File: src/rtl/nn_pkg.sv
// Shared types and constants for the argmax output-decision stage.
// Also holds fixed-point conversion helpers used by benches.
package nn_pkg;

  localparam int WIDTH       = 16;
  localparam int FRAC        = 8;
  localparam int NUM_CLASSES = 10;
  localparam int IDX_W       = 4;

  typedef enum logic [1:0] {
    IDLE = 2'd0,
    SCAN = 2'd1,
    DONE = 2'd2
  } state_t;

  typedef logic signed [WIDTH-1:0] score_t;
  typedef logic [IDX_W-1:0]        idx_t;
  typedef logic [NUM_CLASSES-1:0]  onehot_t;

  function automatic onehot_t onehot_of(idx_t i);
    return onehot_t'(1) << i;
  endfunction

  function automatic score_t real_to_fixed(real r);
    real s;
    s = r * real'(1 << FRAC);
    s = (s < 0.0) ? s - 0.5 : s + 0.5;
    return score_t'($rtoi(s));
  endfunction

  function automatic real fixed_to_real(score_t v);
    return $itor(v) / real'(1 << FRAC);
  endfunction

endpackage

File: src/rtl/nn_argmax_classifier_if.sv
// Score-vector input and class-result output handshakes.
// slave is the classifier side, master the network/consumer side.
interface nn_argmax_classifier_if;
  import nn_pkg::*;

  logic    in_valid;
  logic    in_ready;
  score_t  net_output1;
  score_t  net_output2;
  score_t  net_output3;
  score_t  net_output4;
  score_t  net_output5;
  score_t  net_output6;
  score_t  net_output7;
  score_t  net_output8;
  score_t  net_output9;
  score_t  net_output10;
  logic    out_valid;
  logic    out_ready;
  idx_t    class_idx;
  onehot_t class_onehot;
  score_t  max_value;
  logic    confident;

  modport slave (
    input  in_valid,
    input  net_output1, net_output2,
    input  net_output3, net_output4,
    input  net_output5, net_output6,
    input  net_output7, net_output8,
    input  net_output9, net_output10,
    input  out_ready,
    output in_ready,
    output out_valid,
    output class_idx,
    output class_onehot,
    output max_value,
    output confident
  );

  modport master (
    output in_valid,
    output net_output1, net_output2,
    output net_output3, net_output4,
    output net_output5, net_output6,
    output net_output7, net_output8,
    output net_output9, net_output10,
    output out_ready,
    input  in_ready,
    input  out_valid,
    input  class_idx,
    input  class_onehot,
    input  max_value,
    input  confident
  );

endinterface

File: src/rtl/nn_max_cmp.sv
// Signed compare-and-select of one candidate against the running best.
// Strict greater-than, so an equal later candidate never displaces it.
module nn_max_cmp
  import nn_pkg::*;
(
  input  score_t cand_val,
  input  idx_t   cand_idx,
  input  score_t best_val,
  input  idx_t   best_idx,
  output score_t sel_val,
  output idx_t   sel_idx
);

  logic take;

  assign take    = cand_val > best_val;
  assign sel_val = take ? cand_val : best_val;
  assign sel_idx = take ? cand_idx : best_idx;

endmodule

File: src/rtl/nn_argmax_classifier.sv
// Argmax over ten signed scores, one comparison per clock.
// Result is registered and held until the consumer accepts it.
module nn_argmax_classifier
  import nn_pkg::*;
#(
  parameter score_t CONF_THRESH = '0
) (
  input  logic clk,
  input  logic rst,
  nn_argmax_classifier_if.slave bus
);

  state_t state;
  score_t sbuf [NUM_CLASSES];
  score_t best_val;
  idx_t   best_idx;
  idx_t   scan_idx;
  score_t cand;
  score_t sel_val;
  idx_t   sel_idx;
  logic   finalize;

  assign finalize = scan_idx == IDX_W'(NUM_CLASSES);

  always_comb begin
    cand = best_val;
    if (!finalize) cand = sbuf[scan_idx];
  end

  nn_max_cmp u_cmp (
    .cand_val (cand),
    .cand_idx (scan_idx),
    .best_val (best_val),
    .best_idx (best_idx),
    .sel_val  (sel_val),
    .sel_idx  (sel_idx)
  );

  always_ff @(posedge clk) begin
    if (rst) begin
      state            <= IDLE;
      best_val         <= '0;
      best_idx         <= '0;
      scan_idx         <= '0;
      bus.in_ready     <= 1'b1;
      bus.out_valid    <= 1'b0;
      bus.class_idx    <= '0;
      bus.class_onehot <= '0;
      bus.max_value    <= '0;
      bus.confident    <= 1'b0;
      for (int i = 0; i < NUM_CLASSES; i++)
        sbuf[i] <= '0;
    end else begin
      unique case (1'b1)
        (state == IDLE): begin
          if (bus.in_valid && bus.in_ready) begin
            sbuf[0]      <= bus.net_output1;
            sbuf[1]      <= bus.net_output2;
            sbuf[2]      <= bus.net_output3;
            sbuf[3]      <= bus.net_output4;
            sbuf[4]      <= bus.net_output5;
            sbuf[5]      <= bus.net_output6;
            sbuf[6]      <= bus.net_output7;
            sbuf[7]      <= bus.net_output8;
            sbuf[8]      <= bus.net_output9;
            sbuf[9]      <= bus.net_output10;
            best_val     <= bus.net_output1;
            best_idx     <= '0;
            scan_idx     <= IDX_W'(1);
            bus.in_ready <= 1'b0;
            state        <= SCAN;
          end
        end
        (state == SCAN): begin
          if (finalize) begin
            // best_* already reflects all ten entries here
            bus.class_idx    <= best_idx;
            bus.class_onehot <= onehot_of(best_idx);
            bus.max_value    <= best_val;
            bus.confident    <= best_val > CONF_THRESH;
            bus.out_valid    <= 1'b1;
            state            <= DONE;
          end else begin
            best_val <= sel_val;
            best_idx <= sel_idx;
            scan_idx <= scan_idx + IDX_W'(1);
          end
        end
        (state == DONE): begin
          if (bus.out_ready) begin
            bus.out_valid <= 1'b0;
            bus.in_ready  <= 1'b1;
            scan_idx      <= '0;
            state         <= IDLE;
          end
        end
        default: begin
          bus.out_valid <= 1'b0;
          bus.in_ready  <= 1'b1;
          state         <= IDLE;
        end
      endcase
    end
  end

endmodule

File: src/flat_wrapper.sv
// flat-port wrapper written by rule: the top's interface ports become plain ports
module nn_argmax_classifier_flat import nn_pkg::*;
#(
  parameter score_t CONF_THRESH = '0
)
  (clk, rst, bus_in_valid, bus_net_output1, bus_net_output2, bus_net_output3, bus_net_output4, bus_net_output5, bus_net_output6, bus_net_output7, bus_net_output8, bus_net_output9, bus_net_output10, bus_out_ready, bus_in_ready, bus_out_valid, bus_class_idx, bus_class_onehot, bus_max_value, bus_confident);
  nn_argmax_classifier_if bus_i ();
  input  logic clk;
  input  logic rst;
  input wire logic [$bits(bus_i.in_valid)-1:0] bus_in_valid;
  input wire logic [$bits(bus_i.net_output1)-1:0] bus_net_output1;
  input wire logic [$bits(bus_i.net_output2)-1:0] bus_net_output2;
  input wire logic [$bits(bus_i.net_output3)-1:0] bus_net_output3;
  input wire logic [$bits(bus_i.net_output4)-1:0] bus_net_output4;
  input wire logic [$bits(bus_i.net_output5)-1:0] bus_net_output5;
  input wire logic [$bits(bus_i.net_output6)-1:0] bus_net_output6;
  input wire logic [$bits(bus_i.net_output7)-1:0] bus_net_output7;
  input wire logic [$bits(bus_i.net_output8)-1:0] bus_net_output8;
  input wire logic [$bits(bus_i.net_output9)-1:0] bus_net_output9;
  input wire logic [$bits(bus_i.net_output10)-1:0] bus_net_output10;
  input wire logic [$bits(bus_i.out_ready)-1:0] bus_out_ready;
  output wire logic [$bits(bus_i.in_ready)-1:0] bus_in_ready;
  output wire logic [$bits(bus_i.out_valid)-1:0] bus_out_valid;
  output wire logic [$bits(bus_i.class_idx)-1:0] bus_class_idx;
  output wire logic [$bits(bus_i.class_onehot)-1:0] bus_class_onehot;
  output wire logic [$bits(bus_i.max_value)-1:0] bus_max_value;
  output wire logic [$bits(bus_i.confident)-1:0] bus_confident;
  assign bus_i.in_valid = bus_in_valid;
  assign bus_i.net_output1 = bus_net_output1;
  assign bus_i.net_output2 = bus_net_output2;
  assign bus_i.net_output3 = bus_net_output3;
  assign bus_i.net_output4 = bus_net_output4;
  assign bus_i.net_output5 = bus_net_output5;
  assign bus_i.net_output6 = bus_net_output6;
  assign bus_i.net_output7 = bus_net_output7;
  assign bus_i.net_output8 = bus_net_output8;
  assign bus_i.net_output9 = bus_net_output9;
  assign bus_i.net_output10 = bus_net_output10;
  assign bus_i.out_ready = bus_out_ready;
  assign bus_in_ready = bus_i.in_ready;
  assign bus_out_valid = bus_i.out_valid;
  assign bus_class_idx = bus_i.class_idx;
  assign bus_class_onehot = bus_i.class_onehot;
  assign bus_max_value = bus_i.max_value;
  assign bus_confident = bus_i.confident;
  nn_argmax_classifier #(.CONF_THRESH(CONF_THRESH)) u_core (.clk(clk), .rst(rst), .bus(bus_i));
endmodule
File: config.mk
export PLATFORM = sky130hd
export DESIGN_NAME = nn_argmax_classifier_flat
export DESIGN_NICKNAME = d
export VERILOG_FILES = /design/src/rtl/nn_pkg.sv /design/src/rtl/nn_argmax_classifier_if.sv /design/src/rtl/nn_max_cmp.sv /design/src/rtl/nn_argmax_classifier.sv /design/src/flat_wrapper.sv
export SDC_FILE = /design/constraint.sdc
export NUM_CORES = 1
export LEC_CHECK = 0
export CAP_MARGIN = 20
export CELL_PAD_IN_SITES_DETAIL_PLACEMENT = 2
export CELL_PAD_IN_SITES_GLOBAL_PLACEMENT = 2
export CORE_MARGIN = 8
export CORE_UTILIZATION = 35
export CTS_CLUSTER_SIZE = 12
export DETAILED_ROUTE_END_ITERATION = 12
export GPL_ROUTABILITY_DRIVEN = 0
export MAX_ROUTING_LAYER = met4
export PLACE_DENSITY_LB_ADDON = 0.1
export SYNTH_ARGS = -nofsm -noshare
export SYNTH_HDL_FRONTEND = slang
export SYNTH_HIERARCHICAL = 1
export SYNTH_SLANG_ARGS = --single-unit
File: constraint.sdc
create_clock -name clk -period 7.9 [get_ports clk]
set_input_delay 1.58 -clock clk [delete_from_list [all_inputs] [get_ports clk]]
set_output_delay 1.58 -clock clk [all_outputs]
set_load 0.02 [all_outputs]
==> results.json <==
{
  "rows": 64,
  "final_common_cell": "clkdlybuf4s50_1",
  "cts-buffers-inserted": 26,
  "place_hpwl_mm": 23.6,
  "fp.dieArea_sq_um": 36800,
  "vdd_ir_drop_max_v": 0.000185,
  "synth_edf_count": 160,
  "die_w_microns": 192,
  "setup_viol": 0,
  "clock_sinks": 223,
  "synth_simple_gate_area_frac": 0.164,
  "area_growth_pct": 29.1,
  "pwr_density_cell_nw_per_um2": 310,
  "io_buffers": 196,
  "dpl.cell_count": 1417,
  "startpoint_type": "register",
  "drc": 0,
  "worstReg2RegEnd": "u_core/best_val[11]",
  "ys_ff_latch": 223,
  "slew_violations": 0,
  "grt_pass1_vias": 8229,
  "nNetsFinal": 1238,
  "ctsResizeCount": 0,
  "regToRegSetupSlack_ns": 2.98,
  "total_power_mw": 4.34,
  "core_sq_um": 30500,
  "initialDrtViolationCount": 294,
  "num_vias": 7403,
  "antenna_found_initial": 6,
  "wl_per_cell_microns": 22.3,
  "worstSetupPathType": "register to register",
  "timing.fmax_mhz": 203,
  "relSlewSlack": 0.366,
  "synthCells": 873,
  "ios": 197,
  "min_period_ns": 4.92,
  "critical_path_required_ns": 8.30,
  "yosysWarnings": 6,
  "max-clock-path-buffers": 3,
  "seq_area_frac_synth": 0.560,
  "die_h_microns": 192,
  "yosys.area_share.adder": 0.0277,
  "clk_pin_slew_worst_paths_ns": 0.06,
  "crit_path_end_kind": "register",
  "synth_compound_area_frac": 0.0604,
  "status": "complete, no violations",
  "period_share": 0.623,
  "cts_setup_buffers": 0,
  "synthMuxAreaShare": 0.153,
  "synthArstFlopShare": 0,
  "grt.total_usage": 0.182,
  "htreeDepth": 1,
  "avgSynthCellArea_sq_um": 12.4,
  "drt_pass1_iterations": 4,
  "grt_max_degree": 118,
  "p_leak_nw": 5.21,
  "synthXorXnorAreaFrac": 0,
  "yosys.cell_types.count": 48,
  "syn_area_sq_um": 10800,
  "crit_end": "u_core/best_val[11]",
  "hold_slack_ns": 0.451,
  "synth_top_family_by_area": "simple AND/OR/NAND/NOR gates",
  "start_util": 0.355,
  "hold_path.class": "register to register",
  "finalClockSkew_ns": 0.0114,
  "drtAntennaViolNets": 0,
  "fin_cells": 1471,
  "grt_pass1_wl_mm": 49.6,
  "tightest_slew_ns": 0.951,
  "wl_mm": 32.8,
  "rr_worst_depth": 13,
  "most-common-layout-cells": "clkdlybuf4s50_1 (195), and2_1 (160), edfxtp_1 (160)",
  "hold_buffers": 0,
  "drv_cap": 0,
  "rsz0062_at_grt": "no",
  "cp.arrival_ns": 5.32,
  "ys.flop_type": "edfxtp_1",
  "grt_overflow": 0,
  "clk_latency_ns": 0.55,
  "syn-num-nets": 1061,
  "fin_setup_tns_ns": 0,
  "cts_tree": "built",
  "vias_per_cell": 5.03,
  "cts_root_buf": "clkbuf_16",
  "worstPathMaxFanout": 30,
  "hold_viol": 0,
  "drive_above_1_share": 0.103
}
-- worst max-delay path, cell delays in order, from the launching register on --
cell      delay [ns]
dfxtp_2         0.70
buf_4           0.57
mux4_1          0.65
mux2_2          0.29
o21ai_1         0.15
nand2_1         0.11
ha_1            0.33
nand4_1         0.16
nor4_1          0.44
a211oi_1        0.16
mux2_4          0.52
mux2_4          0.34
mux2i_1         0.20
a211oi_2        0.10
-- per-layer routing --
layer	up-vias	wire length, microns	track usage	share of wire
met4	0	962	0.0598	0.029
met2	179	16600	0.307	0.51
met5	-	0	-	0
li1	3493	-	-	-
met3	45	1440	0.0330	0.044
met1	3686	13800	0.217	0.42
-- state kept, by name, indices dropped and copies added (netlist names), 2 cells and up, named ones only --
name                     flops
u_core/scan_idx              4
u_core/sbuf                160
u_core/state                 2
u_core/bus.class_onehot     10
u_core/best_val             16
u_core/bus.max_value        16
u_core/bus.class_idx         4
u_core/best_idx              4
-- through the flow --
step	setup WS [ns]	utilization	instance area, sq um
2_1_floorplan	1.64	-	10800
3_3_place_gp	3.09	0.429	13100
3_5_place_dp	2.99	0.429	13100
4_1_cts	2.92	0.457	13900
5_1_grt	2.56	0.459	14000
6_report	2.98	0.459	14000
-- where the power goes --
part	switching (mW)	internal [mW]
sequential	0.168	1.58
combinational	0.712	0.661
clock	0.487	0.728
-- layout make-up --
class | instances | area (sq um)
clock inverter | 8 | 136
clock buffer | 39 | 719
multi-input combinational | 570 | 4410
inverter | 21 | 78.8
sequential | 223 | 6070
timing repair buffer | 208 | 2070
fill | 3050 | 16500
antenna | 6 | 15.0
tap | 396 | 495
-- synth_stat cells (3+ instances only) --
cell,number,share of area
a211oi_1,8,0.0055
a211oi_2,10,0.012
a21oi_1,59,0.027
and2_1,160,0.092
buf_1,5,0.0017
buf_2,5,0.0023
buf_6,3,0.0031
clkbuf_1,41,0.014
dfxtp_1,63,0.12
edfxtp_1,160,0.44
ha_1,24,0.028
inv_1,21,0.0073
mux2_2,15,0.016
mux2_4,21,0.029
mux2i_1,35,0.032
mux4_1,21,0.051
mux4_2,12,0.025
nand2_1,102,0.035
nand3_1,13,0.0060
nand4_1,6,0.0035
nor2_1,30,0.010
nor2b_1,4,0.0023
nor3_1,5,0.0023
nor4_1,5,0.0029
o21ai_1,15,0.0069
-- how the worst min path moves through the flow --
stage / to / cells after the start / slack [ns] / from
6_report: u_core/bus.class_onehot[2] / 2 / 0.45 / u_core/bus.class_onehot[2]
5_1_grt: u_core/bus.max_value[12] / 2 / 0.48 / u_core/bus.max_value[12]
4_1_cts: u_core/bus.max_value[14] / 2 / 0.46 / u_core/bus.max_value[14]
3_5_place_dp: u_core/bus.max_value[14] / 2 / 0.45 / u_core/bus.max_value[14]
3_3_place_gp: u_core/bus.class_onehot[7] / 2 / 0.44 / u_core/bus.class_onehot[7]
2_1_floorplan: u_core/bus.class_idx[1] / 2 / 0.48 / u_core/best_idx[1]
-- logic make-up after synthesis --
logic type | after synthesis
simple gates | 337
mux | 104
flops | 223
buf+inv | 80
fa+ha+maj | 24
compound gates | 105
(Power assumes the default switching activity.)
